## config.mk

```make
export PLATFORM = sky130hd
export DESIGN_NAME = dac_sweep_sequencer
export DESIGN_NICKNAME = d
export VERILOG_FILES = /design/src/rtl/dac_seq_pkg.sv /design/src/rtl/dac_osc_freq_counter.sv /design/src/rtl/dac_sweep_sequencer.sv
export SDC_FILE = /design/constraint.sdc
export NUM_CORES = 1
export LEC_CHECK = 0
export ABC_CLOCK_PERIOD_IN_PS = 4100
export CAP_MARGIN = 5
export CELL_PAD_IN_SITES_DETAIL_PLACEMENT = 2
export CELL_PAD_IN_SITES_GLOBAL_PLACEMENT = 2
export CORE_UTILIZATION = 31
export CTS_CLUSTER_DIAMETER = 40
export CTS_CLUSTER_SIZE = 8
export DETAILED_ROUTE_END_ITERATION = 8
export PLACE_DENSITY = 0.79
export SLEW_MARGIN = 10
export SYNTH_ARGS = -nofsm -noshare
export SYNTH_HDL_FRONTEND = slang
export SYNTH_SLANG_ARGS = --single-unit
```

## constraint.sdc

```tcl
create_clock -name clk -period 4.1 [get_ports clk]
set_input_delay 0.82 -clock clk [delete_from_list [all_inputs] [get_ports clk]]
set_output_delay 0.82 -clock clk [all_outputs]
set_load 0.02 [all_outputs]
```

## src/rtl/dac_seq_pkg.sv

```systemverilog
// Shared encodings for the DAC sweep sequencer: sweep modes, FSM states, triangle direction.
// Optional oscillator frequency counter is enabled with OSC_FREQ_CNT_EN.
package dac_seq_pkg;

    localparam logic [1:0] MODE_HOLD   = 2'd0;
    localparam logic [1:0] MODE_RAMP   = 2'd1;
    localparam logic [1:0] MODE_TRI    = 2'd2;
    localparam logic [1:0] MODE_TOGGLE = 2'd3;

    typedef enum logic [1:0] {
        ST_IDLE  = 2'd0,
        ST_DWELL = 2'd1,
        ST_STEP  = 2'd2,
        ST_DONE  = 2'd3
    } state_t;

    localparam logic DIR_UP   = 1'b0;
    localparam logic DIR_DOWN = 1'b1;

endpackage

```

## src/rtl/dac_osc_freq_counter.sv

```systemverilog
// Counts synchronised oscillator rising edges per dwell; result latched at dwell end.
// Latency: 2-FF synchroniser plus edge register; freq_cnt/freq_valid registered.
// Backpressure: none; frozen while ena=0, count cleared while no sweep runs.
module dac_osc_freq_counter #(
    parameter int CNT_W = 16
) (
    input  logic             clk,
    input  logic             rst_n,
    input  logic             ena,
    input  logic             run,
    input  logic             dwell_end,
    input  logic             osc_in,
    output logic [CNT_W-1:0] freq_cnt,
    output logic             freq_valid
);

    logic             sync1, sync2, sync3;
    logic             rise;
    logic [CNT_W-1:0] cnt, cnt_nxt;

    assign rise    = sync2 & ~sync3;
    assign cnt_nxt = (rise && (cnt != '1)) ? cnt + CNT_W'(1) : cnt;

    always_ff @(posedge clk or negedge rst_n) begin
        if (!rst_n) begin
            sync1      <= 1'b0;
            sync2      <= 1'b0;
            sync3      <= 1'b0;
            cnt        <= '0;
            freq_cnt   <= '0;
            freq_valid <= 1'b0;
        end else if (ena) begin
            sync1      <= osc_in;
            sync2      <= sync1;
            sync3      <= sync2;
            freq_valid <= 1'b0;
            if (dwell_end) begin
                freq_cnt   <= cnt_nxt;
                freq_valid <= 1'b1;
                cnt        <= '0;
            end else if (!run) begin
                cnt <= '0;
            end else begin
                cnt <= cnt_nxt;
            end
        end
    end

endmodule

```

## src/rtl/dac_sweep_sequencer.sv

```systemverilog
// DAC sweep sequencer (HOLD/RAMP/TRIANGLE/TOGGLE), code held div+1 cycles; OSC_FREQ_CNT_EN adds freq counter.
// Latency: first code one cycle after an accepted start; each code visible div+1 enabled cycles.
// Backpressure: ena=0 freezes all state and outputs; stop aborts on the next edge.
module dac_sweep_sequencer
    import dac_seq_pkg::*;
#(
    parameter int DAC_W = 8,
    parameter int DIV_W = 16,
    parameter int CNT_W = 16
) (
    input  logic             clk,
    input  logic             rst_n,
    input  logic             ena,
    input  logic             start,
    input  logic             stop,
    input  logic [1:0]       mode,
    input  logic [DAC_W-1:0] code_lo,
    input  logic [DAC_W-1:0] code_hi,
    input  logic [DAC_W-1:0] step,
    input  logic [DIV_W-1:0] div,
    input  logic             osc_in,
    output logic [DAC_W-1:0] dac_code,
    output logic             dac_update,
    output logic             osc_en,
    output logic             busy,
    output logic             done,
    output logic             err,
    output logic [CNT_W-1:0] freq_cnt,
    output logic             freq_valid
);

    state_t           state;
    logic [1:0]       mode_l;
    logic [DAC_W-1:0] lo_l, hi_l, step_l;
    logic [DIV_W-1:0] div_l, cnt;
    logic             dir;

    logic [DAC_W:0]   sum, diff;
    logic [DAC_W-1:0] up_code, dn_code, nxt_code;
    logic             nxt_dir, ramp_end;

    // STEP is the last cycle of a dwell, so DWELL itself runs div cycles.
    always_comb begin
        sum      = {1'b0, dac_code} + {1'b0, step_l};
        diff     = {1'b0, dac_code} - {1'b0, step_l};
        up_code  = (sum > {1'b0, hi_l}) ? hi_l : sum[DAC_W-1:0];
        dn_code  = (diff[DAC_W] || (diff[DAC_W-1:0] < lo_l)) ? lo_l : diff[DAC_W-1:0];
        nxt_code = dac_code;
        nxt_dir  = dir;
        ramp_end = 1'b0;
        case (mode_l)
            MODE_HOLD: nxt_code = lo_l;
            MODE_RAMP: begin
                if (dac_code == hi_l) ramp_end = 1'b1;
                else                  nxt_code = up_code;
            end
            MODE_TRI: begin
                if (dir == DIR_UP) begin
                    if (dac_code == hi_l) begin
                        nxt_dir  = DIR_DOWN;
                        nxt_code = dn_code;
                    end else begin
                        nxt_code = up_code;
                    end
                end else begin
                    if (dac_code == lo_l) begin
                        nxt_dir  = DIR_UP;
                        nxt_code = up_code;
                    end else begin
                        nxt_code = dn_code;
                    end
                end
            end
            default: nxt_code = (dac_code == lo_l) ? hi_l : lo_l;
        endcase
    end

    always_ff @(posedge clk or negedge rst_n) begin
        if (!rst_n) begin
            state      <= ST_IDLE;
            mode_l     <= MODE_HOLD;
            lo_l       <= '0;
            hi_l       <= '0;
            step_l     <= '0;
            div_l      <= '0;
            cnt        <= '0;
            dir        <= DIR_UP;
            dac_code   <= '0;
            dac_update <= 1'b0;
            osc_en     <= 1'b0;
            busy       <= 1'b0;
            done       <= 1'b0;
            err        <= 1'b0;
        end else if (ena) begin
            dac_update <= 1'b0;
            done       <= 1'b0;
            err        <= 1'b0;
            case (state)
                ST_IDLE: begin
                    if (start && !stop) begin
                        if (code_lo > code_hi) begin
                            err <= 1'b1;
                        end else begin
                            mode_l     <= mode;
                            lo_l       <= code_lo;
                            hi_l       <= code_hi;
                            step_l     <= (step == '0) ? DAC_W'(1) : step;
                            div_l      <= div;
                            cnt        <= '0;
                            dir        <= DIR_UP;
                            dac_code   <= code_lo;
                            dac_update <= 1'b1;
                            osc_en     <= 1'b1;
                            busy       <= 1'b1;
                            state      <= (div == '0) ? ST_STEP : ST_DWELL;
                        end
                    end
                end
                ST_DWELL: begin
                    if (stop) begin
                        state  <= ST_IDLE;
                        osc_en <= 1'b0;
                        busy   <= 1'b0;
                    end else if (cnt + DIV_W'(1) == div_l) begin
                        state <= ST_STEP;
                    end else begin
                        cnt <= cnt + DIV_W'(1);
                    end
                end
                ST_STEP: begin
                    if (stop) begin
                        state  <= ST_IDLE;
                        osc_en <= 1'b0;
                        busy   <= 1'b0;
                    end else if (ramp_end) begin
                        state  <= ST_DONE;
                        done   <= 1'b1;
                        osc_en <= 1'b0;
                        busy   <= 1'b0;
                    end else begin
                        dac_code   <= nxt_code;
                        dac_update <= (nxt_code != dac_code);
                        dir        <= nxt_dir;
                        cnt        <= '0;
                        state      <= (div_l == '0) ? ST_STEP : ST_DWELL;
                    end
                end
                default: state <= ST_IDLE;
            endcase
        end
    end

`ifdef OSC_FREQ_CNT_EN
    logic dwell_end;
    assign dwell_end = (state == ST_STEP);

    dac_osc_freq_counter #(
        .CNT_W (CNT_W)
    ) u_freq_cnt (
        .clk        (clk),
        .rst_n      (rst_n),
        .ena        (ena),
        .run        (busy),
        .dwell_end  (dwell_end),
        .osc_in     (osc_in),
        .freq_cnt   (freq_cnt),
        .freq_valid (freq_valid)
    );
`else
    logic unused_osc;
    assign unused_osc = osc_in;
    assign freq_cnt   = '0;
    assign freq_valid = 1'b0;
`endif

endmodule

```

==> impl_metrics.json, run 1 <==
{
  "status": "finished with violations",
  "violations": "negative setup slack",
  "cp-start-kind": "flop",
  "synth_ff_type": "dfrtp_1",
  "syn_to_final_growth_pct": 36.9,
  "worst_pin_slew_ns": 0.872,
  "io_pins": 78,
  "start_util_pct": 31.7,
  "drcViolationCount": 0,
  "critPathArrivalTime_ns": 5.27,
  "max_freq_mhz": 201,
  "via_count": 7042,
  "fillCellCount": 2071,
  "htreeDepth": 3,
  "drive_gt1_share_pct": 27.3,
  "antenna_left": 0,
  "fin_crit_sh_pct": 121,
  "clock_sinks": 73,
  "overflow": 0,
  "dr.pass1.iters": 5,
  "fin_area_um2": 8440,
  "hold_path.class": "in2async",
  "root_buffer": "clkbuf_16",
  "synth_cell_type_count": 77,
  "routed_via_density": 6.27,
  "dpl_cell_area_um2": 7420,
  "cts_tree": "done",
  "antenna_cells": 0,
  "cp_max_fo": 5,
  "slew_headroom_pct": 41.3,
  "place_hpwl_um": 20000,
  "cts_buffers": 9,
  "synth_seq_cells": 73,
  "fin_nets": 947,
  "clockBufferDepth": 2,
  "finalMaxSlewViolations": 0,
  "grt_pass1_wl_um": 49100,
  "hold_violations": 0,
  "clk_latency_ns": 0.38,
  "drtIter0Drc": 527,
  "grt_pass1_vias": 7489,
  "grt_max_degree": 68,
  "setup_viol": 25,
  "crit_path_end_kind": "flop",
  "maxCapViolations": 0,
  "gr-usage-all-layers_pct": 33.5,
  "die_area_um2": 20500,
  "synth_edf_count": 0,
  "yosysWarnings": 0,
  "place_congestion": 0.897,
  "seqCellArea_um2": 1830,
  "fin_skew_ns": 0.0207,
  "finalWirelength_um": 37400,
  "syn_area_per_cell_um2": 8.61,
  "ys_seq_area_share_pct": 29.6,
  "crit_type": "reg2reg",
  "multi_input_area_um2": 4330,
  "coreArea_um2": 19500,
  "timing.final.ws_setup_ns": -0.865,
  "io_buffer_count": 59,
  "rsz0062_at_grt": "true",
  "clk_pin_slew_worst_paths_ns": 0.08,
  "syn_inst": 716,
  "synth.most_common_cell": "dfrtp_1",
  "wl_per_cell_um": 33.3,
  "ys_top_cells_by_count": "73 x dfrtp_1, 69 x nand2_1, 61 x o21ai_0",
  "synth_area_leaders": "dfrtp_1 30%, ha_1 8.9%, xnor2_1 5.0%",
  "rows": 51,
  "async_flop_share_pct": 100,
  "worst-r2r-cell-count": 21,
  "die_y_um": 143,
  "period_needed_ns": 4.97,
  "die_w_um": 143,
  "syn-cell-area_um2": 6160,
  "cp.required_ns": 4.41,
  "cts_hold_buffers": 0,
  "yosysTopAreaCell": "dfrtp_1",
  "antenna_found_initial": 3,
  "synth_top_area_share_pct": 29.6
}
routing by layer:
layer	GRT usage, %	up-vias	wire length [um]
met1	36.8	3580	13900
met3	7.44	215	2580
met5	0	-	46
li1	-	2792	-
met2	56.8	449	17500
met4	24.5	6	3310
what timing repair did:
action,4_1_cts,5_1_grt
setup endpoints to repair,10,23
pin swaps,20,29
resized for setup,50,58
endpoints found under the hold margin,0,0
cloned,0,0
setup buffers,11,17
flip-flops by register name, indices dropped and copies added (netlist names):
| name | cells |
|---|---|
| mode_l | 2 |
| dac_code | 8 |
| busy | 1 |
| step_l | 8 |
| cnt | 16 |
| err | 1 |
| dir | 1 |
| done | 1 |
| state | 2 |
| dac_update | 1 |
| div_l | 16 |
| hi_l | 8 |
| lo_l | 8 |
area by class of cell:
type | count | area share, %
multi-input cells | 555 | 51.3
flip-flops and latches | 73 | 21.7
repair buffers | 162 | 16.7
well taps | 265 | 3.93
clock buffers | 10 | 2.71
inverters | 52 | 2.31
clock inverters | 6 | 1.36
kinds of logic after synthesis:
| logic type | share of synthesized area (%) |
|---|---|
| and+or+nand+nor | 15.6 |
| DFF | 29.6 |
| xor gates and xnor gates | 8.08 |
| other | 0.0608 |
| muxes | 7.08 |
| AOI/OAI and AO/OA | 20.8 |
| adders and majority gates | 9.58 |
| buffers and inverters | 9.16 |
worst max-delay path: stages (launching register included):
cell and delay [ns]:
dfrtp_1 0.42, inv_2 0.08, buf_4 0.15, fa_2 0.38, o21ba_4 0.26, nor2_1 0.25
nor2_1 0.12, xor2_1 0.31, ha_1 0.33, a211oi_2 0.33, o21ai_1 0.20, o22ai_4 0.26
nand3_4 0.19, buf_6 0.19, mux2_4 0.32, a222oi_1 0.33, buf_4 0.19, nand3_1 0.07
nand4_1 0.16, nor4_4 0.06, buf_4 0.15, a21oi_2 0.14
through the flow:
| stage | instances | utilization, % | setup WS [ns] | TNS [ns] | hold slack (ns) |
|---|---|---|---|---|---|
| after floorplan | 732 | - | 0.000965 | 0 | 0.482 |
| after global placement | 1082 | 38.1 | -0.351 | -0.777 | 0.500 |
| after detailed placement | 1082 | 38.1 | -0.637 | -3.44 | 0.526 |
| after CTS | 1107 | 41.4 | -0.456 | -0.787 | 0.539 |
| after global routing | 1123 | 43.4 | -0.897 | -6.99 | 0.571 |
| final | 1123 | 43.4 | -0.865 | -6.01 | 0.523 |
placed cells by master (no fill, tap or decap), types with 4 or more instances in the layout:
cell type,netlist,routed
dfrtp_1,73,71
o22ai_1,10,5
buf_6,2,5
a21o_1,5,5
conb_1,1,17
nand3_1,18,17
nand2b_1,6,6
nor2_1,38,35
o22ai_2,0,4
nand4_1,9,9
clkbuf_16,0,9
ha_1,44,38
nor3_1,13,11
o21ai_0,61,48
a31oi_1,11,9
mux2_2,21,19
buf_4,18,97
inv_1,51,45
inv_2,0,6
a21oi_2,0,7
nand2_1,69,68
ha_4,0,4
a21oi_1,45,36
nor2b_1,5,4
o211ai_1,6,6
clkdlybuf4s50_1,0,58
xor2_1,20,18
nor4_1,14,12
o21ai_1,2,11
o21ai_2,0,4
xnor2_1,35,33
o31ai_1,13,11
mux2i_1,20,16
path summary, 6_finish.rpt:
kind / from / end / slack [ns]
max: step_l[1]$_DFFE_PN0P_ / dac_update$_DFFE_PN0P_ / -0.87
min: rst_n / cnt[10]$_DFFE_PN0P_ / 0.52
max reg2reg: step_l[1]$_DFFE_PN0P_ / dac_update$_DFFE_PN0P_ / -0.87
min reg2reg: cnt[10]$_DFFE_PN0P_ / cnt[10]$_DFFE_PN0P_ / 0.56
max in group asynchronous: rst_n / cnt[12]$_DFFE_PN0P_ / 2.71
min in group clk: cnt[10]$_DFFE_PN0P_ / cnt[10]$_DFFE_PN0P_ / 0.56
Power of run 1 is not shown: default switching activity piles up to over one toggle a cycle in this logic, so the estimate is an artifact.
==> run 2, diff against run 1 <==
ABC_CLOCK_PERIOD_IN_PS = 4200   (was 4100)
clock period = 4.2 ns   (was 4.1 ns; I/O delays follow)
==> run 2 against run 1 <==
- the run still ends with negative setup slack left
- maximum frequency grew 5.5%
- critical path type unchanged
- design area shrank 3.8%
- critical path depth shrank 1
- clock skew shrank 0.0068 ns
- critical endpoint unchanged
- largest cell class unchanged
- count of clock-buffer cells in the layout shrank 1
- global-route usage shrank 5.4 points
==> impl_metrics.json, run 2 (synthesis gave the netlist of run 1 again) <==
{
  "antenna_found_initial": 0,
  "place_congestion": 0.907,
  "violations": "negative setup slack",
  "clk_pin_slew_worst_paths_ns": 0.08,
  "maxCapViolations": 0,
  "status": "finished with violations",
  "hp-start": "done$_DFFE_PN0P_",
  "fin_skew_ns": 0.0140,
  "period_needed_ns": 4.71,
  "finalMaxSlewViolations": 0,
  "htreeDepth": 3,
  "drtIter0Drc": 471,
  "rows": 51,
  "antenna_left": 0,
  "largest_registers": "cnt (16), div_l (16)",
  "clock_sinks": 73,
  "reg2reg_from": "dac_code[3]$_DFFE_PN0P_",
  "fin_nets": 930,
  "via_count": 6498,
  "worst-r2r-cell-count": 20,
  "hold_depth": 2,
  "clockBufferDepth": 2,
  "die_y_um": 143,
  "coreArea_um2": 19500,
  "place_hpwl_um": 19300,
  "cts_tree": "done",
  "reg2reg_to": "dac_update$_DFFE_PN0P_",
  "io_pins": 78,
  "clk_latency_ns": 0.37,
  "dpl.cell_count": 1079,
  "grt_pass1_vias": 6967,
  "max_freq_mhz": 212,
  "gr-usage-all-layers_pct": 28.1,
  "crit_path_end_kind": "flop",
  "finalWirelength_um": 31500,
  "syn_to_final_growth_pct": 31.8,
  "fillCellCount": 2098,
  "drcViolationCount": 0,
  "overflow": 0,
  "crit_type": "reg2reg",
  "cp-start-kind": "flop",
  "hold_path.class": "reg2reg",
  "grt_pass1_wl_um": 42100,
  "cp_max_fo": 3,
  "rsz0062_at_grt": "true",
  "start_util_pct": 31.7,
  "final_common_cell": "buf_4",
  "dr.pass1.iters": 5,
  "wl_per_cell_um": 28.5,
  "timing.final.ws_setup_ns": -0.507,
  "io_buffer_count": 59,
  "grt_max_degree": 74,
  "reg2reg_slack_ns": -0.51,
  "root_buffer": "clkbuf_16",
  "worstHoldEndpoint": "done$_DFFE_PN0P_",
  "die_area_um2": 20500,
  "die_w_um": 143,
  "drive_gt1_share_pct": 23.8,
  "worst_pin_slew_ns": 1.02,
  "slew_headroom_pct": 32.3,
  "cp.required_ns": 4.45,
  "cts_buffers": 9,
  "setup_viol": 10,
  "mostFrequentLayoutCells": "81 x buf_4, 72 x dfrtp_1, 68 x nand2_1",
  "stdcell_count": 1106,
  "antenna_cells": 0,
  "routed_via_density": 5.88,
  "hold_violations": 0,
  "fin_crit_sh_pct": 112,
  "critPathArrivalTime_ns": 4.96
}
run 2: cell types whose count changed in the layout (fill, tap and decap cells not counted), sizes merged:
cell	delta
buf	-17
inv	+4
bufinv	-2
clkbuf	-1
clkinv	-1
run 2: area by class of cell:
cell class              instances  area (um2)  share of cell area (%)
clock buffers                   9         225                    2.77
clock inverters                 7        83.8                    1.03
inverters                      52         195                    2.40
multi-input cells             555        4190                    51.6
flip-flops and latches         73        1830                    22.5
well taps                     265         332                    4.08
repair buffers                145        1260                    15.6
run 2: layer usage:
metal  routed length [um]  vias to the layer above  track usage [%]
met3                 1420                      113             3.52
met4                 1740                        0             12.7
met2                15600                      270             50.8
met5                    0                        -                0
met1                12700                     3356             32.9
li1                     -                     2759                -
run 2: through the flow:
stage	hold WS [ns]	util (%)	TNS [ns]	area [um2]	worst slack, ns
after detailed placement	0.538	37.9	-3.77	7370	-0.474
final	0.549	41.7	-1.34	8120	-0.507
after global routing	0.585	41.7	-3.18	8120	-0.573
after CTS	0.555	40.4	-0.223	7870	-0.198
after floorplan	0.482	-	0	6240	0.0188
after global placement	0.500	37.9	-0.713	7370	-0.343
run 2: worst max-delay path, stage by stage (launching register included):
cell	delay [ns]
dfrtp_1	0.50
ha_4	0.27
buf_4	0.15
and3_1	0.18
a211oi_2	0.22
o21bai_1	0.12
a21oi_2	0.21
xnor2_2	0.12
ha_1	0.39
nand2_2	0.11
nor2_2	0.15
a41oi_2	0.18
buf_4	0.18
a2111oi_0	0.58
a211o_2	0.21
a32o_2	0.22
xnor2_2	0.14
o311ai_2	0.18
nor4_4	0.26
buf_4	0.16
a21oi_2	0.05
run 2: worst max path at each step:
stage	end	cells after the start	start	slack, ns
after floorplan	dac_update$_DFFE_PN0P_	18	dac_code[4]$_DFFE_PN0P_	0.02
after global placement	dac_update$_DFFE_PN0P_	20	dac_code[3]$_DFFE_PN0P_	-0.34
after detailed placement	dac_update$_DFFE_PN0P_	21	step_l[3]$_DFFE_PN0P_	-0.47
after CTS	dac_update$_DFFE_PN0P_	19	dac_code[0]$_DFFE_PN0P_	-0.20
after global routing	dac_update$_DFFE_PN0P_	21	dac_code[4]$_DFFE_PN0P_	-0.57
final	dac_update$_DFFE_PN0P_	20	dac_code[3]$_DFFE_PN0P_	-0.51
run 2: timing repair:
item / CTS / global route
endpoints found under the setup margin: 6 / 21
resized for setup: 34 / 38
hold buffers: 0 / 0
pin swaps: 11 / 29
setup buffers: 3 / 8
Power of run 2 is left out for the same reason.
